File: src/rtl/seg7_scan_ctrl_pkg.sv
// Shared constants, configuration snapshot type and anode helper for the
// eight-digit seven-segment scan controller.
package seg7_scan_ctrl_pkg;

  localparam int NUM_DIGITS = 8;
  localparam int IDX_W      = 3;

  localparam logic [7:0] SEG_BLANK = 8'hFF;
  localparam logic [7:0] AN_OFF    = 8'hFF;

  typedef struct packed {
    logic [8*NUM_DIGITS-1:0] data;
    logic [NUM_DIGITS-1:0]   dig_en;
    logic [NUM_DIGITS-1:0]   blink_en;
  } disp_cfg_t;

  localparam disp_cfg_t CFG_RESET = '{
    data:     {(8*NUM_DIGITS){1'b1}},
    dig_en:   {NUM_DIGITS{1'b0}},
    blink_en: {NUM_DIGITS{1'b0}}
  };

  function automatic logic [NUM_DIGITS-1:0] anode_sel(input logic [IDX_W-1:0] idx);
    return ~(NUM_DIGITS'(1) << idx);
  endfunction

endpackage

File: src/rtl/seg7_scan_ctrl_if.sv
// Load/acknowledge handshake between a display producer and the scan controller.
interface seg7_scan_ctrl_if;

  logic        load;
  logic [63:0] disp_data;
  logic [7:0]  dig_en;
  logic [7:0]  blink_en;
  logic        pending;
  logic        load_ack;

  modport master (
    output load, disp_data, dig_en, blink_en,
    input  pending, load_ack
  );

  modport slave (
    input  load, disp_data, dig_en, blink_en,
    output pending, load_ack
  );

endinterface

File: src/rtl/MUX8T1_8.sv
// 8-bit wide 8:1 multiplexer, select s picks input I<s>.
module MUX8T1_8 (
  input  logic [2:0] s,
  input  logic [7:0] I0,
  input  logic [7:0] I1,
  input  logic [7:0] I2,
  input  logic [7:0] I3,
  input  logic [7:0] I4,
  input  logic [7:0] I5,
  input  logic [7:0] I6,
  input  logic [7:0] I7,
  output logic [7:0] o
);

  always_comb begin
    o = I0;
    case (s)
      3'd0: o = I0;
      3'd1: o = I1;
      3'd2: o = I2;
      3'd3: o = I3;
      3'd4: o = I4;
      3'd5: o = I5;
      3'd6: o = I6;
      3'd7: o = I7;
      default: o = I0;
    endcase
  end

endmodule

File: src/rtl/seg7_scan_ctrl.sv
// Time-multiplexed scan controller for an 8-digit seven-segment display with
// frame-synchronous snapshot commit, digit enable, blink and inter-digit blanking.
module seg7_scan_ctrl
  import seg7_scan_ctrl_pkg::*;
#(
  parameter int TICK_DIV  = 100000,
  parameter int BLINK_DIV = 64
) (
  input  logic                clk,
  input  logic                rst_n,
  seg7_scan_ctrl_if.slave     bus,
  output logic [IDX_W-1:0]    digit_idx,
  output logic [7:0]          an_n,
  output logic [7:0]          seg_n
);

  localparam int PRE_W = $clog2(TICK_DIV);
  localparam int BLK_W = (BLINK_DIV > 1) ? $clog2(BLINK_DIV) : 1;
  localparam logic [PRE_W-1:0] PRE_MAX = PRE_W'(TICK_DIV - 1);
  localparam logic [BLK_W-1:0] BLK_MAX = BLK_W'(BLINK_DIV - 1);
  localparam logic [IDX_W-1:0] IDX_LAST = IDX_W'(NUM_DIGITS - 1);

  logic [PRE_W-1:0] presc_q, presc_d;
  logic [IDX_W-1:0] idx_q, idx_d;
  logic [BLK_W-1:0] blink_cnt_q, blink_cnt_d;
  logic             blink_phase_q, blink_phase_d;
  disp_cfg_t        stage_q, stage_d;
  disp_cfg_t        active_q, active_d;
  logic             pending_q, pending_d;
  logic             ack_q, ack_d;
  logic             tick_dly_q, tick_dly_d;
  logic [7:0]       an_q, an_d;
  logic [7:0]       seg_q, seg_d;

  logic             tick;
  logic             frame_end;
  logic             commit;
  logic             visible;
  logic [7:0]       mux_o;

  MUX8T1_8 u_mux (
    .s  (idx_q),
    .I0 (active_q.data[7:0]),
    .I1 (active_q.data[15:8]),
    .I2 (active_q.data[23:16]),
    .I3 (active_q.data[31:24]),
    .I4 (active_q.data[39:32]),
    .I5 (active_q.data[47:40]),
    .I6 (active_q.data[55:48]),
    .I7 (active_q.data[63:56]),
    .o  (mux_o)
  );

  always_comb begin
    presc_d       = presc_q;
    idx_d         = idx_q;
    blink_cnt_d   = blink_cnt_q;
    blink_phase_d = blink_phase_q;
    stage_d       = stage_q;
    active_d      = active_q;
    pending_d     = pending_q;
    ack_d         = 1'b0;
    tick_dly_d    = 1'b0;
    an_d          = an_q;
    seg_d         = seg_q;

    tick      = (presc_q == PRE_MAX);
    frame_end = tick && (idx_q == IDX_LAST);
    commit    = frame_end && pending_q;
    visible   = active_q.dig_en[idx_q] & ~(active_q.blink_en[idx_q] & blink_phase_q);

    presc_d    = tick ? '0 : presc_q + PRE_W'(1);
    tick_dly_d = tick;
    if (tick) begin
      idx_d = idx_q + IDX_W'(1);
    end

    if (frame_end) begin
      if (blink_cnt_q == BLK_MAX) begin
        blink_cnt_d   = '0;
        blink_phase_d = ~blink_phase_q;
      end else begin
        blink_cnt_d = blink_cnt_q + BLK_W'(1);
      end
    end

    // Commit consumes the staging contents from before this edge, so a load
    // arriving in the commit cycle simply refills staging for the next frame.
    if (commit) begin
      active_d  = stage_q;
      pending_d = 1'b0;
      ack_d     = 1'b1;
    end
    if (bus.load) begin
      stage_d.data     = bus.disp_data;
      stage_d.dig_en   = bus.dig_en;
      stage_d.blink_en = bus.blink_en;
      pending_d        = 1'b1;
    end

    // Blank for one cycle on each tick so the old segments never ghost onto
    // the next anode; the new digit is latched the cycle after.
    if (tick) begin
      an_d  = AN_OFF;
      seg_d = SEG_BLANK;
    end else if (tick_dly_q) begin
      if (visible) begin
        an_d  = anode_sel(idx_q);
        seg_d = mux_o;
      end else begin
        an_d  = AN_OFF;
        seg_d = SEG_BLANK;
      end
    end
  end

  always_ff @(posedge clk or negedge rst_n) begin
    if (!rst_n) begin
      presc_q       <= '0;
      idx_q         <= '0;
      blink_cnt_q   <= '0;
      blink_phase_q <= 1'b0;
      stage_q       <= CFG_RESET;
      active_q      <= CFG_RESET;
      pending_q     <= 1'b0;
      ack_q         <= 1'b0;
      tick_dly_q    <= 1'b0;
      an_q          <= AN_OFF;
      seg_q         <= SEG_BLANK;
    end else begin
      presc_q       <= presc_d;
      idx_q         <= idx_d;
      blink_cnt_q   <= blink_cnt_d;
      blink_phase_q <= blink_phase_d;
      stage_q       <= stage_d;
      active_q      <= active_d;
      pending_q     <= pending_d;
      ack_q         <= ack_d;
      tick_dly_q    <= tick_dly_d;
      an_q          <= an_d;
      seg_q         <= seg_d;
    end
  end

  assign digit_idx    = idx_q;
  assign an_n         = an_q;
  assign seg_n        = seg_q;
  assign bus.pending  = pending_q;
  assign bus.load_ack = ack_q;

endmodule

File: src/flat_wrapper.sv
// flat-port wrapper written by rule: the top's interface ports become plain ports
module seg7_scan_ctrl_flat import seg7_scan_ctrl_pkg::*;
#(
  parameter int TICK_DIV  = 100000,
  parameter int BLINK_DIV = 64
)
  (clk, rst_n, digit_idx, an_n, seg_n, bus_load, bus_disp_data, bus_dig_en, bus_blink_en, bus_pending, bus_load_ack);
  seg7_scan_ctrl_if bus_i ();
  input  logic clk;
  input  logic rst_n;
  output logic [IDX_W-1:0] digit_idx;
  output logic [7:0] an_n;
  output logic [7:0] seg_n;
  input wire logic [$bits(bus_i.load)-1:0] bus_load;
  input wire logic [$bits(bus_i.disp_data)-1:0] bus_disp_data;
  input wire logic [$bits(bus_i.dig_en)-1:0] bus_dig_en;
  input wire logic [$bits(bus_i.blink_en)-1:0] bus_blink_en;
  output wire logic [$bits(bus_i.pending)-1:0] bus_pending;
  output wire logic [$bits(bus_i.load_ack)-1:0] bus_load_ack;
  assign bus_i.load = bus_load;
  assign bus_i.disp_data = bus_disp_data;
  assign bus_i.dig_en = bus_dig_en;
  assign bus_i.blink_en = bus_blink_en;
  assign bus_pending = bus_i.pending;
  assign bus_load_ack = bus_i.load_ack;
  seg7_scan_ctrl #(.TICK_DIV(TICK_DIV), .BLINK_DIV(BLINK_DIV)) u_core (.clk(clk), .rst_n(rst_n), .bus(bus_i), .digit_idx(digit_idx), .an_n(an_n), .seg_n(seg_n));
endmodule
File: config.mk
export PLATFORM = sky130hd
export DESIGN_NAME = seg7_scan_ctrl_flat
export DESIGN_NICKNAME = d
export VERILOG_FILES = /design/src/rtl/seg7_scan_ctrl_pkg.sv /design/src/rtl/seg7_scan_ctrl_if.sv /design/src/rtl/MUX8T1_8.sv /design/src/rtl/seg7_scan_ctrl.sv /design/src/flat_wrapper.sv
export SDC_FILE = /design/constraint.sdc
export NUM_CORES = 1
export LEC_CHECK = 0
export BUFFER_PORTS_ARGS = -buffer_cell sky130_fd_sc_hd__buf_2
export CAP_MARGIN = 30
export CORE_MARGIN = 2
export CORE_UTILIZATION = 60
export CTS_CLUSTER_SIZE = 16
export DETAILED_ROUTE_END_ITERATION = 6
export PLACE_DENSITY = 0.87
export SYNTH_ARGS = -nofsm -noshare
export SYNTH_HDL_FRONTEND = slang
export SYNTH_SLANG_ARGS = --single-unit
File: constraint.sdc
create_clock -name clk -period 6.3 [get_ports clk]
set_clock_uncertainty 0.1 [all_clocks]
set_input_delay 0.63 -clock clk [delete_from_list [all_inputs] [get_ports clk]]
set_output_delay 0.63 -clock clk [all_outputs]
set_load 0.02 [all_outputs]
Word level (Yosys, flattened, before mapping)
Cells that the tools add are included.

storage, ports and cells
  register bits after elaboration = 206
  bits of input ports = 83
  output and inout bits = 21
  word-level logic and storage cells = 56

cells by class
  $add $sub $neg = 3
  $lt $le $gt $ge = 1
  equal/unequal tests = 9
  shift-type cells = 1
  mux-type cells = 16
  bitwise operators = 5
  reduce and logical (&&, ||, !) cells = 6

operator list
  operator               count
  $pmux 8 s8             1
  $mux 8                 6
  $add 17x1->17 const B  1
  $eq 17x17->1 const B   1
  $mux 17                1
  $eq 3x3->1 const B     4
  $not 8->8              1
  $shl 1x3->8 const A    1
  $add 6x1->6 const B    1
  $bmux 1 s3             2
  $eq 3x2->1 const B     2
  $eq 6x6->1 const B     1
  $mux 6                 1
  $mux 1                 5
  $lt 3x4->1 const B     1
  $reduce_bool 2->1      2
  $add 3x1->3 const B    1
  $eq 3x1->1 const B     1
  $logic_not 3->1        1
  $and 1x1->1            2
  $logic_and 1x1->1      2
  $not 1->1              2
  $reduce_and 2->1       1

Logic depth before layout (Yosys ltp)
  depth in word-level cells = 8
  depth in mapped cells = 9
  depth with buffers taken out = 7

Hierarchy
Synthesis repeated with hierarchy kept, for this count alone.

unflattened totals
  cell total of the unflattened synthesis = 592
  area total of the unflattened synthesis = 8966.1 sq um

by module, submodules not included
  module          instances  cells each  area each (sq um)  seq. area each (sq um)
  seg7_scan_ctrl  1          553         8398.1             5335.1
  MUX8T1_8        1          39          568.0              0.0

Worst setup path after synthesis
OpenSTA, ideal clock, no wires.

  kind = reg2reg
  start point = register u_core.idx_q[2], in the netlist u_core.digit_idx[2]
  end point = register u_core.seg_q[6], in the netlist u_core.seg_n[6]
  setup time = 0.077 ns
  arrival time = 2.321 ns
  data required time = 6.123 ns
  path slack = 3.802 ns
  cell stages (with the launch flop) = 9
  path buffers = 2
  period minus slack after synthesis = 2.498 ns
  path through = dfrtp_1 clkbuf_1 inv_1 ha_1 clkbuf_1 or4_1 nor2_1 a221oi_1 a31oi_1

on the way
  longest elaborated chain between the ends = 8
  elaborated cells between the ends (all ways) = 19
  those cells by class = eq/ne (7); mux (8); bitwise (3); reduce/logical (1)

RTL lines
  element                       RTL line               text
  from (decl)                   seg7_scan_ctrl.sv:24   logic [IDX_W-1:0] idx_q, idx_d;
  from (signal assigned)        seg7_scan_ctrl.sv:132  idx_q <= idx_d;
  $bmux 1 s3                    seg7_scan_ctrl.sv:70   visible = active_q.dig_en[idx_q] & ~(active_q.blink_en[idx_q] & blink_phase_q);
  $mux 1 (implied by the code)  seg7_scan_ctrl.sv:70
  $and 1x1->1                   seg7_scan_ctrl.sv:70
  $not 1->1                     seg7_scan_ctrl.sv:70
  $and 1x1->1                   seg7_scan_ctrl.sv:70
  $mux 8 (*)                    seg7_scan_ctrl.sv:107  if (visible) begin
  $mux 8 (*)                    seg7_scan_ctrl.sv:106  end else if (tick_dly_q) begin
  $mux 8 (*)                    seg7_scan_ctrl.sv:103  if (tick) begin
  to (signal assigned)          seg7_scan_ctrl.sv:141  seg_q <= seg_d;
  to (decl)                     seg7_scan_ctrl.sv:33   logic [7:0] seg_q, seg_d;

Mark *: on every way between the ends. The rest lies on a longest branch, timed or not. The select of a mux whose other input is x is not followed.
A chain may end at the register's enable or synchronous reset.

Worst setup path after layout
  start point = register u_core.presc_q[8]
  end point = register u_core.active_q[42] in the netlist's numbering

on the way
  longest elaborated chain between the ends = 3

RTL lines
  element                 RTL line               text
  from (decl)             seg7_scan_ctrl.sv:23   logic [PRE_W-1:0] presc_q, presc_d;
  from (signal assigned)  seg7_scan_ctrl.sv:131  presc_q <= presc_d;
  $eq 17x17->1            seg7_scan_ctrl.sv:67   tick = (presc_q == PRE_MAX);
  $logic_and 1x1->1       seg7_scan_ctrl.sv:68   frame_end = tick && (idx_q == IDX_LAST);
  $logic_and 1x1->1       seg7_scan_ctrl.sv:69   commit = frame_end && pending_q;
  to (signal assigned)    seg7_scan_ctrl.sv:136  active_q <= active_d;
  to (decl)               seg7_scan_ctrl.sv:28   disp_cfg_t active_q, active_d;

Every way passes these cells.

==> impl_metrics.env <==
export IMPL_ys_ff_latch=206
export IMPL_cts_sinks=206
export IMPL_relSlewSlack=0.374
export IMPL_path_clk_slew_ns=0.06
export IMPL_fin_crit_ns=3.51
export IMPL_end_kind="register"
export IMPL_die_area_um2=16100
export IMPL_hold_violations=0
export IMPL_floorplan_initialDensity=0.618
export IMPL_drtIter0Drc=439
export IMPL_synth_async_reset_ratio=1.00
export IMPL_clkLatencyLatePin_ns=0.50
export IMPL_worst_path_buf_inv=2
export IMPL_rows=44
export IMPL_fin_nets=785
export IMPL_critPathMaxStageDelay_ns=0.58
export IMPL_route_detailed_drc=0
export IMPL_grt_antenna_before_repair=0
export IMPL_grt_usage=0.226
export IMPL_synth_flop_cell="dfstp_2"
export IMPL_cp_arrival_ns=3.83
export IMPL_gr_total_overflow=0
export IMPL_vias=5329
export IMPL_setup_worst_path_start_class="register"
export IMPL_wl_per_cell_um=20.3
export IMPL_dp_slack_ns=2.50
export IMPL_cts_buffers=21
export IMPL_synth_nets=690
export IMPL_final_layout_size_suffix_gt1_frac=0.631
export IMPL_period_share=0.557
export IMPL_cts_buffer_depth=3
export IMPL_r2r_end="u_core.active_q[42]"
export IMPL_critPathKind="register to register"
export IMPL_die_x_um=127
export IMPL_postSynthAreaPerCell_um2=15.1
export IMPL_port_buffer_count=103
export IMPL_cp_required_ns=6.62
export IMPL_yosysUniqueCellTypes=47
export IMPL_setup_viol=0
export IMPL_syn2layout_area_growth_pct=13.5
export IMPL_ys_seq_area_frac=0.589
export IMPL_ant_nets=0
export IMPL_cts_resized=0
export IMPL_crit_family="simple AND/OR/NAND/NOR gates"
export IMPL_grt_setup_unrepaired="no"
export IMPL_grt_pass1_vias=5549
export IMPL_ir_worst_vdd_mv=0.239
export IMPL_routed_wl_mm=18.1
export IMPL_grt_max_degree=126
export IMPL_maxCapViolations=0
export IMPL_dr_pass1_iters=6
export IMPL_crit_chain="or3_4 > nor4_4 > and2_2 > and3_4 > buf_16 > buf_4 > mux2_1"
export IMPL_cp_slowest_cell="and2_2"
export IMPL_viasPerCell=5.97
export IMPL_cts_setup_buffers=0
export IMPL_regArea_um2=5340
export IMPL_fin_tns_setup_ns=0
export IMPL_synthesis_area_um2=9050
export IMPL_r2r_cells=7
export IMPL_status="completed"
export IMPL_setup_slack_ns=2.79
export IMPL_multi_input_area_um2=3420
export IMPL_n_fill_cell=941
export IMPL_die_h_um=127
export IMPL_coreArea_um2=14600
export IMPL_cts_root_buf="clkbuf_16"
export IMPL_hold_buffers=0
export IMPL_tightest_slew_ns=0.938
export IMPL_synth_edff_count=0
export IMPL_p_leak_nw=4.39
export IMPL_gp_congestion=0.849
export IMPL_fmax_ghz=0.285
export IMPL_grt_pass1_wl_mm=29.0
export IMPL_path_max_fanout=53
export IMPL_cts_tree="yes"
export IMPL_htree_levels=1
export IMPL_ioPinCount=104
export IMPL_drv_slew=0
export IMPL_syn_inst=599
export IMPL_power_density_nw_per_um2=267
export IMPL_r2r_start="u_core.presc_q[8]"
export IMPL_dp_hpwl_mm=12.2
export IMPL_n_antenna_cell=0
export IMPL_yosys_warnings=0
export IMPL_rrSetupSlack_ns=2.79
export IMPL_hold_class="primary input to asynchronous set/reset pin"
-- through the flow --
step                      cells  cell area [um2]  power, mW  hold slack, ns   util
after floorplan             599             9050       1.51           0.234      -
after global placement      852             9540       1.58           0.358  0.652
after detailed placement    852             9540       1.59           0.379  0.652
after CTS                   889            10200       2.76           0.229  0.696
after global routing        892            10300       2.83           0.157  0.701
final                       892            10300       2.74           0.111  0.701
-- cell type report --
class                   instances  area share
repair buffers                108      0.0608
multi-input cells             353       0.333
clock buffers                  33      0.0605
clock inverters                 4     0.00256
inverters                       4     0.00146
well taps                     184      0.0224
flip-flops and latches        206       0.519
-- cell families (layout without fill, tap and decap cells) --
family / after synthesis / after routing / share of synthesized area
AOI/OAI and AO/OA: 58 / 58 / 0.0475
xor gates and xnor gates: 19 / 19 / 0.0184
adders and majority gates: 8 / 8 / 0.0111
buffers and inverters: 40 / 149 / 0.0330
DFF: 206 / 206 / 0.589
muxes: 169 / 169 / 0.241
and+or+nand+nor: 99 / 99 / 0.0597
-- metal layers --
metal | vias to the layer above | GRT usage | share of wire
met3 | 30 | 0.0422 | 0.056
met1 | 2729 | 0.310 | 0.43
met2 | 191 | 0.374 | 0.49
li1 | 2379 | - | -
met4 | 0 | 0.0595 | 0.023
met5 | - | 0 | 0
-- Yosys cell counts, drive strengths merged (2+ instances only) --
master | instances | area (um2)
dfrtp | 62 | 1550
clkbuf | 24 | 90.1
xor2 | 7 | 61.3
o31ai | 2 | 15.0
xnor2 | 12 | 105
inv | 4 | 15.0
a41oi | 8 | 70.1
nor3 | 21 | 105
and3 | 6 | 42.5
nor2 | 14 | 52.6
nor2b | 3 | 18.8
nand4 | 2 | 12.5
a22oi | 13 | 97.6
mux2i | 2 | 20.0
a222oi | 8 | 80.1
mux2 | 166 | 2140
a31oi | 9 | 56.3
nand3 | 21 | 105
dfstp | 144 | 3780
nor4 | 2 | 27.5
a211oi | 2 | 15.0
buf | 12 | 194
a21oi | 8 | 40.0
a21o | 2 | 15.0
ha | 8 | 100
or3b | 2 | 17.5
nand2 | 13 | 48.8
or3 | 2 | 17.5
and2 | 8 | 51.3
o21ai | 3 | 15.0
-- registers in the layout, summed over array words and instances, names as in the netlist --
name	cells
u_core.stage_q	80
u_core.bus.pending	1
u_core.seg_n	8
u_core.digit_idx	3
u_core.blink_cnt_q	6
u_core.tick_dly_q	1
u_core.blink_phase_q	1
u_core.bus.load_ack	1
u_core.presc_q	17
u_core.active_q	80
u_core.an_n	8
-- power breakdown --
part	leakage [nW]	internal (mW)	switching [mW]
sequential	2.31	1.41	0.0369
combinational	1.77	0.0693	0.0555
clock	0.315	0.678	0.488
total	4.39	2.16	0.581
-- layout by cell type (no fill, tap or decap), types with 9 or more instances in the layout --
master     instances
nand2_1           13
dfrtp_1           62
nand3_1           21
nor2_1            14
a31oi_1            9
a22oi_1           13
buf_2            101
mux2_4            72
mux2_2            86
xnor2_1           12
nor3_1            21
dfstp_2          144
clkbuf_16         22
-- worst max-delay path by stage --
stage	start	end	slack (ns)	depth (start not counted)
floorplan	u_core.digit_idx[2]	u_core.seg_n[6]	3.80	8
global placement	u_core.presc_q[8]	u_core.active_q[52]	2.64	6
detailed placement	u_core.presc_q[8]	u_core.active_q[52]	2.50	6
CTS	u_core.presc_q[11]	u_core.active_q[42]	2.47	6
global route	u_core.presc_q[8]	u_core.active_q[42]	2.66	7
finish	u_core.presc_q[8]	u_core.active_q[42]	2.79	7
No activity file was read; power rests on OpenSTA's default activity.
